`config.mk`:
```
export PLATFORM = sky130hd
export DESIGN_NAME = code_entry_buffer
export DESIGN_NICKNAME = d
export VERILOG_FILES = /design/src/rtl/code_entry_buffer_pkg.sv /design/src/rtl/code_entry_buffer_idle_timer.sv /design/src/rtl/code_entry_buffer.sv
export SDC_FILE = /design/constraint.sdc
export NUM_CORES = 1
export LEC_CHECK = 0
export ABC_AREA = 1
export CORE_MARGIN = 2
export CORE_UTILIZATION = 52
export DETAILED_ROUTE_END_ITERATION = 8
export HOLD_SLACK_MARGIN = 0.08
export PLACE_DENSITY = 0.8
export SYNTH_ARGS = -nofsm -noshare
export SYNTH_HDL_FRONTEND = slang
export SYNTH_SLANG_ARGS = --single-unit
```
`constraint.sdc`:
```
create_clock -name clk -period 1.9 [get_ports clk]
set_input_delay 0.57 -clock clk [delete_from_list [all_inputs] [get_ports clk]]
set_output_delay 0.57 -clock clk [all_outputs]
set_load 0.1 [all_outputs]
```
`src/rtl/code_entry_buffer_pkg.sv`:
```
// Shared types and constants for the keypad code entry buffer.
// Imported by the top and the idle-timer sub-module.
package code_entry_buffer_pkg;

    typedef enum logic {
        ST_ENTRY = 1'b0,
        ST_HOLD  = 1'b1
    } state_e;

    localparam int DIGIT_W_DEF    = 4;
    localparam int OVERFLOW_DROP  = 0;
    localparam int OVERFLOW_SHIFT = 1;

    function automatic int cnt_width(input int n);
        return (n > 0) ? $clog2(n + 1) : 1;
    endfunction

endpackage

```
`src/rtl/code_entry_buffer_idle_timer.sv`:
```
// Idle counter: counts cycles while run is high and no restart occurs,
// pulses expire on the cycle it reaches TIMEOUT_CYC-1.
module entry_idle_timer
    import code_entry_buffer_pkg::*;
#(
    parameter int TIMEOUT_CYC = 1000
) (
    input  logic clk,
    input  logic rst,
    input  logic run,
    input  logic restart,
    output logic expire
);

    localparam int CW = cnt_width(TIMEOUT_CYC);

    logic [CW-1:0] cnt_q, cnt_d;

    always_comb begin
        cnt_d  = cnt_q;
        expire = 1'b0;
        if (TIMEOUT_CYC == 0 || restart || !run) begin
            cnt_d = '0;
        end else if (cnt_q == CW'(TIMEOUT_CYC - 1)) begin
            expire = 1'b1;
            cnt_d  = '0;
        end else if (cnt_q != '1) begin
            cnt_d = cnt_q + 1'b1;
        end
    end

    always_ff @(posedge clk or posedge rst) begin
        if (rst) cnt_q <= '0;
        else     cnt_q <= cnt_d;
    end

endmodule

```
`src/rtl/code_entry_buffer.sv`:
```
// Variable-length keypad code collector with backspace, clear, idle
// timeout and overflow policy; hands the code off over valid/ack.
module code_entry_buffer
    import code_entry_buffer_pkg::*;
#(
    parameter int DIGIT_W       = DIGIT_W_DEF,
    parameter int MAX_LEN       = 8,
    parameter int MIN_LEN       = 4,
    parameter int TIMEOUT_CYC   = 1000,
    parameter int OVERFLOW_MODE = OVERFLOW_DROP
) (
    input  logic                         clk,
    input  logic                         rst,
    input  logic                         digit_valid,
    input  logic [DIGIT_W-1:0]           digit_in,
    input  logic                         backspace,
    input  logic                         clear,
    input  logic                         submit,
    input  logic                         code_ack,
    output logic [MAX_LEN*DIGIT_W-1:0]   code_out,
    output logic [$clog2(MAX_LEN+1)-1:0] code_len,
    output logic                         code_valid,
    output logic                         ready,
    output logic                         full,
    output logic                         err,
    output logic                         timeout
);

    localparam int BW = MAX_LEN * DIGIT_W;
    localparam int LW = $clog2(MAX_LEN + 1);

    state_e          state_q, state_d;
    logic [BW-1:0]   buf_q, buf_d;
    logic [LW-1:0]   len_q, len_d;
    logic            err_q, err_d;
    logic            to_q, to_d;
    logic            run, restart, expire;

    wire in_entry = (state_q == ST_ENTRY);
    wire has_min  = (len_q >= LW'(MIN_LEN));
    wire is_full  = (len_q == LW'(MAX_LEN));

    assign run     = in_entry && (len_q != '0);
    assign restart = in_entry &&
                     (clear || submit || backspace || digit_valid);

    entry_idle_timer #(
        .TIMEOUT_CYC (TIMEOUT_CYC)
    ) u_timer (
        .clk     (clk),
        .rst     (rst),
        .run     (run),
        .restart (restart),
        .expire  (expire)
    );

    always_ff @(posedge clk or posedge rst) begin
        if (rst) state_q <= ST_ENTRY;
        else     state_q <= state_d;
    end

    always_comb begin
        state_d = state_q;
        unique case (state_q)
            ST_ENTRY: if (!clear && submit && has_min) state_d = ST_HOLD;
            ST_HOLD:  if (code_ack || clear)           state_d = ST_ENTRY;
            default:  state_d = ST_ENTRY;
        endcase
    end

    always_comb begin
        code_valid = (state_q == ST_HOLD);
        ready      = in_entry;
    end

    // Full buffer in shift mode reuses the append path; only len is held.
    always_comb begin
        buf_d = buf_q;
        len_d = len_q;
        err_d = 1'b0;
        to_d  = 1'b0;
        unique case (state_q)
            ST_ENTRY: begin
                if (clear) begin
                    buf_d = '0;
                    len_d = '0;
                end else if (submit) begin
                    err_d = !has_min;
                end else if (backspace) begin
                    if (len_q != '0) begin
                        buf_d = buf_q >> DIGIT_W;
                        len_d = len_q - 1'b1;
                    end
                end else if (digit_valid) begin
                    if (!is_full) begin
                        buf_d = (buf_q << DIGIT_W) | BW'(digit_in);
                        len_d = len_q + 1'b1;
                    end else if (OVERFLOW_MODE == OVERFLOW_DROP) begin
                        err_d = 1'b1;
                    end else begin
                        buf_d = (buf_q << DIGIT_W) | BW'(digit_in);
                    end
                end else if (expire) begin
                    buf_d = '0;
                    len_d = '0;
                    to_d  = 1'b1;
                end
            end
            ST_HOLD: begin
                if (code_ack || clear) begin
                    buf_d = '0;
                    len_d = '0;
                end
            end
            default: ;
        endcase
    end

    always_ff @(posedge clk or posedge rst) begin
        if (rst) begin
            buf_q <= '0;
            len_q <= '0;
            err_q <= 1'b0;
            to_q  <= 1'b0;
        end else begin
            buf_q <= buf_d;
            len_q <= len_d;
            err_q <= err_d;
            to_q  <= to_d;
        end
    end

    assign code_out = buf_q;
    assign code_len = len_q;
    assign full     = is_full;
    assign err      = err_q;
    assign timeout  = to_q;

endmodule

```
==> metrics, run 1 <==
status=finished, violations left; failing checks=setup timing; Logic pwr share=approximately half; final wirelength=just under 8000 um; ANT nets after route=0; Final setup viols=2; DR iter-0 viols=between 200 and 250; net count after synthesis=~380; Hold Vio Cnt, Final=0; final setup margin=-40.2 ps; Worst Tran Pin Value=between 200 and 300 ps; Post-synth EDFFs=0; antenna violations before repair=0; ys async rst share=100%; Die X=~77 um; Pint=2.05 mW; Data required, critical path=~1300 ps; Synth top area share=approximately 44%; IO Port Bufs=roughly 50; P_leak=1.91 nW; Sum Neg Setup Slack=-46.4 ps; row count=26; post-route clock period utilization=102%; PwrDens=between 800 and 900 nW/um^2; layout cell share with drive strength beyond 1=approximately a quarter; CTS root buf=clkbuf_8; CP max stage cell=dfrtp_4; fill cell total of the finished layout=320; CP Launch Type=flip-flop; Final Slew Violations=0; Final HPWL DP=just over 5000 um; sequential share of the synthesized area=between 40 and 50%; Hold WC Path Type=in -> async; critical path depth=5; Core Box Area=approximately 5100 sq um; via/cell ratio=about 5.6; Worst Setup End Kind=output pin; TritonRoute pass-1 iters=5; worst-case reg-to-reg path depth=11; Max IR drop VDD=0.984 mV; critical path arrival=about 1400 ps; DRC violations left=0; Ports=52; Max Clk Rate=515 MHz; worst-skew pair later-pin latency=310 ps; post-layout min period=1940 ps; via count=~2900; critical path, cell by cell=inv_4, ha_4, nand2_4, nor2_4, buf_12; clock-pin slew of the registers on the worst-case setup and hold paths=90 ps; clk buf depth=2; Starting Density=roughly 54%; clock network fraction of total power=~18%; largest incremental delay on the critical path=500 ps; leading post-synthesis cells by cell area=dfrtp_1 44%, nand2_1 14%, nand3_1 11%, inv_1 5.6%, o22ai_1 3.6%; total grt overflow=0; Yosys Warn Count=0; sequential share of power=33.1%; H-tree Lvls=2; Non-Filler Instances=approximately 510; Mapped Cells=~370; Avg Cell Area, Syn=7.47 sq um; Switching Share=43.8%; antenna cells=0; Num CTS Buffers=5; die area=around 6000 sq um; max cap viols=0; RSZ-0062 raised after global routing=yes; Hold Buf Count CTS=0; Placed Instances=494; NumNets Final=452; Net Sw Power=around 1.6 mW; first-pass GRT wire length=~13000 um; Total Routing Usage GR=a little over a quarter; delay-heaviest family, CP=flip-flops; pin count of the biggest net entering global routing=39; CTS tree=built; vias in the first global route=between 2000 and 3000; average wire per standard cell=around 16 um; dominant cell type by area after synthesis=dfrtp_1; CP bufs+invs=2; clk sinks=49; post-synthesis cell type count=27; gpl congestion=roughly 0.86; crit-path max FO=3; #FFs+latches synth=49; Worst Setup Path Type=reg -> out; slew margin rel.=about 80%; Synth-to-Final Area Change=50.8%; cell area after synthesis=about 2800 sq um; Die Span Y=between 70 and 80 um; ys flop type=dfrtp_1; clk_skew=around 11 ps
logic make-up after synthesis:
kind of cell / after synthesis / share of synthesized area [%]
compound gates: 47 / 9.58
xor+xnor: 4 / 1.27
fa+ha+maj: 3 / 1.36
buf+inv: 62 / 10.2
flops: 49 / 44.5
simple gates: 204 / 33.1
layer usage:
metal	up-vias	part of all wire (%)	track usage (%)
met1	1347	38	34.5
met5	-	0	0
met4	0	2.3	7.45
li1	1339	-	-
met3	24	8.2	4.71
met2	161	52	45.9
registers in the layout (all words and copies together) (netlist names):
| signal | count |
|---|---|
| code_out | 32 |
| u_timer.cnt_q | 10 |
| code_len | 4 |
| code_valid | 1 |
| err | 1 |
| timeout | 1 |
through the flow:
step / total power, mW / worst slack (ps) / instance area [sq um] / utilization [%] / hold WS (ps)
after floorplan: 2.33 / -353 / 2810 / - / 522
after global placement: 2.80 / -292 / 3930 / 77.0 / 538
after detailed placement: 2.83 / -360 / 3930 / 77.0 / 546
after CTS: 3.55 / -47.1 / 4070 / 79.6 / 516
after global routing: 3.80 / -84.9 / 4160 / 81.4 / 526
final: 3.66 / -40.2 / 4160 / 81.4 / 508
placed cells by master (no fill, tap or decap), types with 8 or more instances in the layout:
cell / n
clkdlybuf4s50_1: 8
nand2_1: 99
a21oi_1: 9
buf_4: 19
dfrtp_1: 44
nor2_1: 25
o22ai_1: 16
inv_1: 36
buf_12: 46
o21ai_0: 19
nand3_1: 59
worst reg2reg max path, delay by kind of cell (launching register included):
family        cells  cell delay [ps]
simple gates      6              690
buf+inv           4              470
flops             1              430
fa+ha+maj         1              160
repair_timing:
item                                    CTS  global route
pin swaps                                 2             4
endpoints found under the setup margin   27            15
gates resized for setup                   1             8
cloned                                    0             3
endpoints found under the hold margin     0             0
buffers inserted                          4             0
area by class of cell:
cell class              count  area [sq um]  area share [%]
flip-flops and latches     49          1240            29.8
inverters                  45           178            4.27
well taps                  70          87.6            2.11
repair buffers             78          1230            29.6
clock inverters             2          13.8           0.331
clock buffers               6          82.6            1.99
multi-input cells         259          1330            31.9
synth_stat cells (2+ instances only):
library cell    n
ha_1            3
nor2_1         26
dfrtp_1        49
buf_4           4
xor2_1          3
nand3_1        60
inv_2           4
buf_6           3
clkbuf_1        2
a21oi_1         9
o22ai_1        16
nand2_2         3
nand4_1         3
buf_2           8
inv_1          41
o21ai_0        19
nor2_2          4
nor3_1          3
nand2_1       100
nand2_4         2
power by group through the flow:
stage | combinational (mW) | clock [mW] | sequential [mW]
4_1_cts | 1.67 | 0.663 | 1.21
2_1_floorplan | 0.729 | 0 | 1.60
3_3_place_gp | 1.54 | 0 | 1.26
5_1_grt | 1.87 | 0.704 | 1.22
6_report | 1.79 | 0.660 | 1.21
3_5_place_dp | 1.57 | 0 | 1.26
worst paths after layout:
check / from / endpoint / slack [ps]
worst max-delay path: code_len[0]$_DFFE_PP0P_ / full / -40
worst min-delay path: rst / code_out[7]$_DFFE_PP0P_ / 510
worst max register to register: code_len[0]$_DFFE_PP0P_ / code_out[5]$_DFFE_PP0P_ / 70
worst min register to register: code_out[2]$_DFFE_PP0P_ / code_out[2]$_DFFE_PP0P_ / 570
max in group asynchronous: rst / code_len[0]$_DFFE_PP0P_ / 870
min in group clk: code_out[2]$_DFFE_PP0P_ / code_out[2]$_DFFE_PP0P_ / 570
Note: power is estimated with default switching activity, not from simulation.
==> run 2, diff against run 1 <==
--- a/config.mk
+++ b/config.mk
@@ -6,6 +6,7 @@
 export NUM_CORES = 1
 export LEC_CHECK = 0
 export ABC_AREA = 1
+export CORE_ASPECT_RATIO = 2
 export CORE_MARGIN = 2
 export CORE_UTILIZATION = 52
 export DETAILED_ROUTE_END_ITERATION = 8
==> metrics, run 2 (synthesized netlist as in run 1, its figures left out) <==
Hold WC Path Type=reg -> reg; CP Launch Type=flip-flop; Ports=52 (unchanged); Num CTS Buffers=5 (unchanged); final setup margin=-61.0 ps (-20.8 ps); PwrDens=914 nW/um^2 (+4.0%); TritonRoute pass-1 iters=5 (unchanged); Core Box Area=5140 sq um (+0.61%); worst-case reg-to-reg path depth=12 (+1); post-route clock period utilization=103% (+1.1 points); post-layout min period=1960 ps (+20.8 ps); Hold Path Depth=2; P_leak=1.93 nW (+0.76%); IO Port Bufs=51 (unchanged); DRC violations left=0 (unchanged); Max Clk Rate=510 MHz (-1.1%); slew margin rel.=81.5% (+0.60 points); Total Routing Usage GR=27.0% (+0.34 points); vias in the first global route=2837 (+4.7%); Placed Instances=486 (-1.6%); ANT nets after route=0 (unchanged); row count=37 (+42%); status=finished, violations left; Starting Density=53.6% (-0.33 points); FF-to-FF setup slack=50 ps (-20 ps); first-pass GRT wire length=12600 um (-0.87%); RR Endpoint=code_out[21]$_DFFE_PP0P_; total grt overflow=0 (unchanged); final wirelength=7910 um (-0.52%); most frequent cells in the layout=99 x nand2_1, 58 x nand3_1, 46 x buf_12, 44 x dfrtp_1, 37 x inv_1; Max IR drop VDD=1.43 mV (+45%); clk sinks=49 (unchanged); clk_skew=4.48 ps (-6.58 ps); antenna violations before repair=0 (unchanged); layout cell share with drive strength beyond 1=25.6% (+0.73 points); Sum Neg Setup Slack=-61.0 ps (-14.6 ps); Final HPWL DP=5490 um (+8.3%); failing checks=setup timing; average wire per standard cell=15.7 um (+0.47%); endpoint of the worst hold path=u_timer.cnt_q[1]$_DFFE_PP0P_; worst-skew pair later-pin latency=300 ps (about the same); Die Span Y=107 um (+39%); CTS tree=built; Worst Tran Pin Value=278 ps (-8.87 ps); crit-path max FO=2 (-1); post-layout util=81.2% (-0.20 points); Final Hold Slack=558 ps (+50.3 ps); die area=5930 sq um (+0.60%); DR iter-0 viols=114 (-47%); CTS root buf=clkbuf_8; Die X=55.5 um (-28%); most common cell after layout, fill and taps aside=nand2_1; Data required, critical path=1330 ps (about the same); worst r2r src=code_len[0]$_DFFE_PP0P_; Hold Vio Cnt, Final=0 (unchanged); max FFs per register=32 (unchanged); clk buf depth=2 (unchanged); critical path arrival=1390 ps (+20 ps); antenna cells=0 (unchanged); via count=2804 (-2.3%); Final setup viols=1 (-1); via/cell ratio=5.56 (-1.4%); Final Slew Violations=0 (unchanged); clock-pin slew of the registers on the worst-case setup and hold paths=90 ps (about the same); gpl congestion=0.833 (-3.4%); H-tree Lvls=2 (unchanged); Synth-to-Final Area Change=51.4%; max cap viols=0 (unchanged); Worst Setup End Kind=output pin; Non-Filler Instances=504 (-0.98%); hold path startpoint=u_timer.cnt_q[1]$_DFFE_PP0P_; pin count of the biggest net entering global routing=50 (+28%); NumNets Final=459 (+1.5%); RSZ-0062 raised after global routing=yes; Worst Setup Path Type=reg -> out; fill cell total of the finished layout=298 (-6.9%)
==> run 2: cell type report <==
| class | count | area, sq um | share of cell area (%) |
|---|---|---|---|
| Tap cell | 58 | 72.6 | 1.74 |
| Timing Repair Buffer | 86 | 1250 | 30.0 |
| Inverter | 45 | 178 | 4.26 |
| Clock buffer | 7 | 86.3 | 2.07 |
| Multi-Input combinational cell | 258 | 1310 | 31.5 |
| Clock inverter | 1 | 30.0 | 0.720 |
| Sequential cell | 49 | 1240 | 29.7 |
==> run 2: worst max-delay path, stage by stage, from the launching register on <==
cell     delay (ps)
dfrtp_4         500
inv_4            70
ha_4            140
nand2_4          50
nor2_4          130
buf_12          190
==> run 2: metal layers <==
metal	vias up	GRT usage, %	routed length, um
met5	-	0	0
met4	0	16.4	406
met3	32	3.50	351
met2	108	48.6	4350
met1	1318	29.4	2800
li1	1346	-	-
==> run 2: worst max-delay path by stage <==
stage	start	end	cells past startpoint
2_1_floorplan	code_len[1]$_DFFE_PP0P_	code_out[0]$_DFFE_PP0P_	11
3_3_place_gp	clear	code_out[0]$_DFFE_PP0P_	9
3_5_place_dp	clear	code_len[2]$_DFFE_PP0P_	9
4_1_cts	code_len[0]$_DFFE_PP0P_	full	5
5_1_grt	code_len[0]$_DFFE_PP0P_	full	5
6_report	code_len[0]$_DFFE_PP0P_	full	5
==> run 2: power breakdown <==
group          switching, mW  internal (mW)  leakage (nW)  total [mW]
Combinational           1.15          0.685          1.20        1.83
Sequential            0.0965           1.11         0.671        1.21
Clock                  0.341          0.429        0.0585       0.771
Total                   1.59           2.23          1.93        3.81
==> run 2: per-stage QoR <==
stage,power [mW],setup slack (ps),instance area (sq um)
detailed placement,2.86,-413,3950
global placement,2.82,-341,3950
global route,3.97,-89.5,4170
floorplan,2.33,-353,2810
CTS,3.72,-49.9,4120
finish,3.81,-61.0,4170
==> run 2: what timing repair did <==
| item | CTS | global route |
|---|---|---|
| endpoints found under the hold margin | 0 | 0 |
| pin swaps | 2 | 2 |
| setup buffers | 6 | 4 |
| cloned | 0 | 0 |
| resized for setup | 2 | 6 |
| setup endpoints to repair | 37 | 37 |
| hold buffers | 0 | 0 |
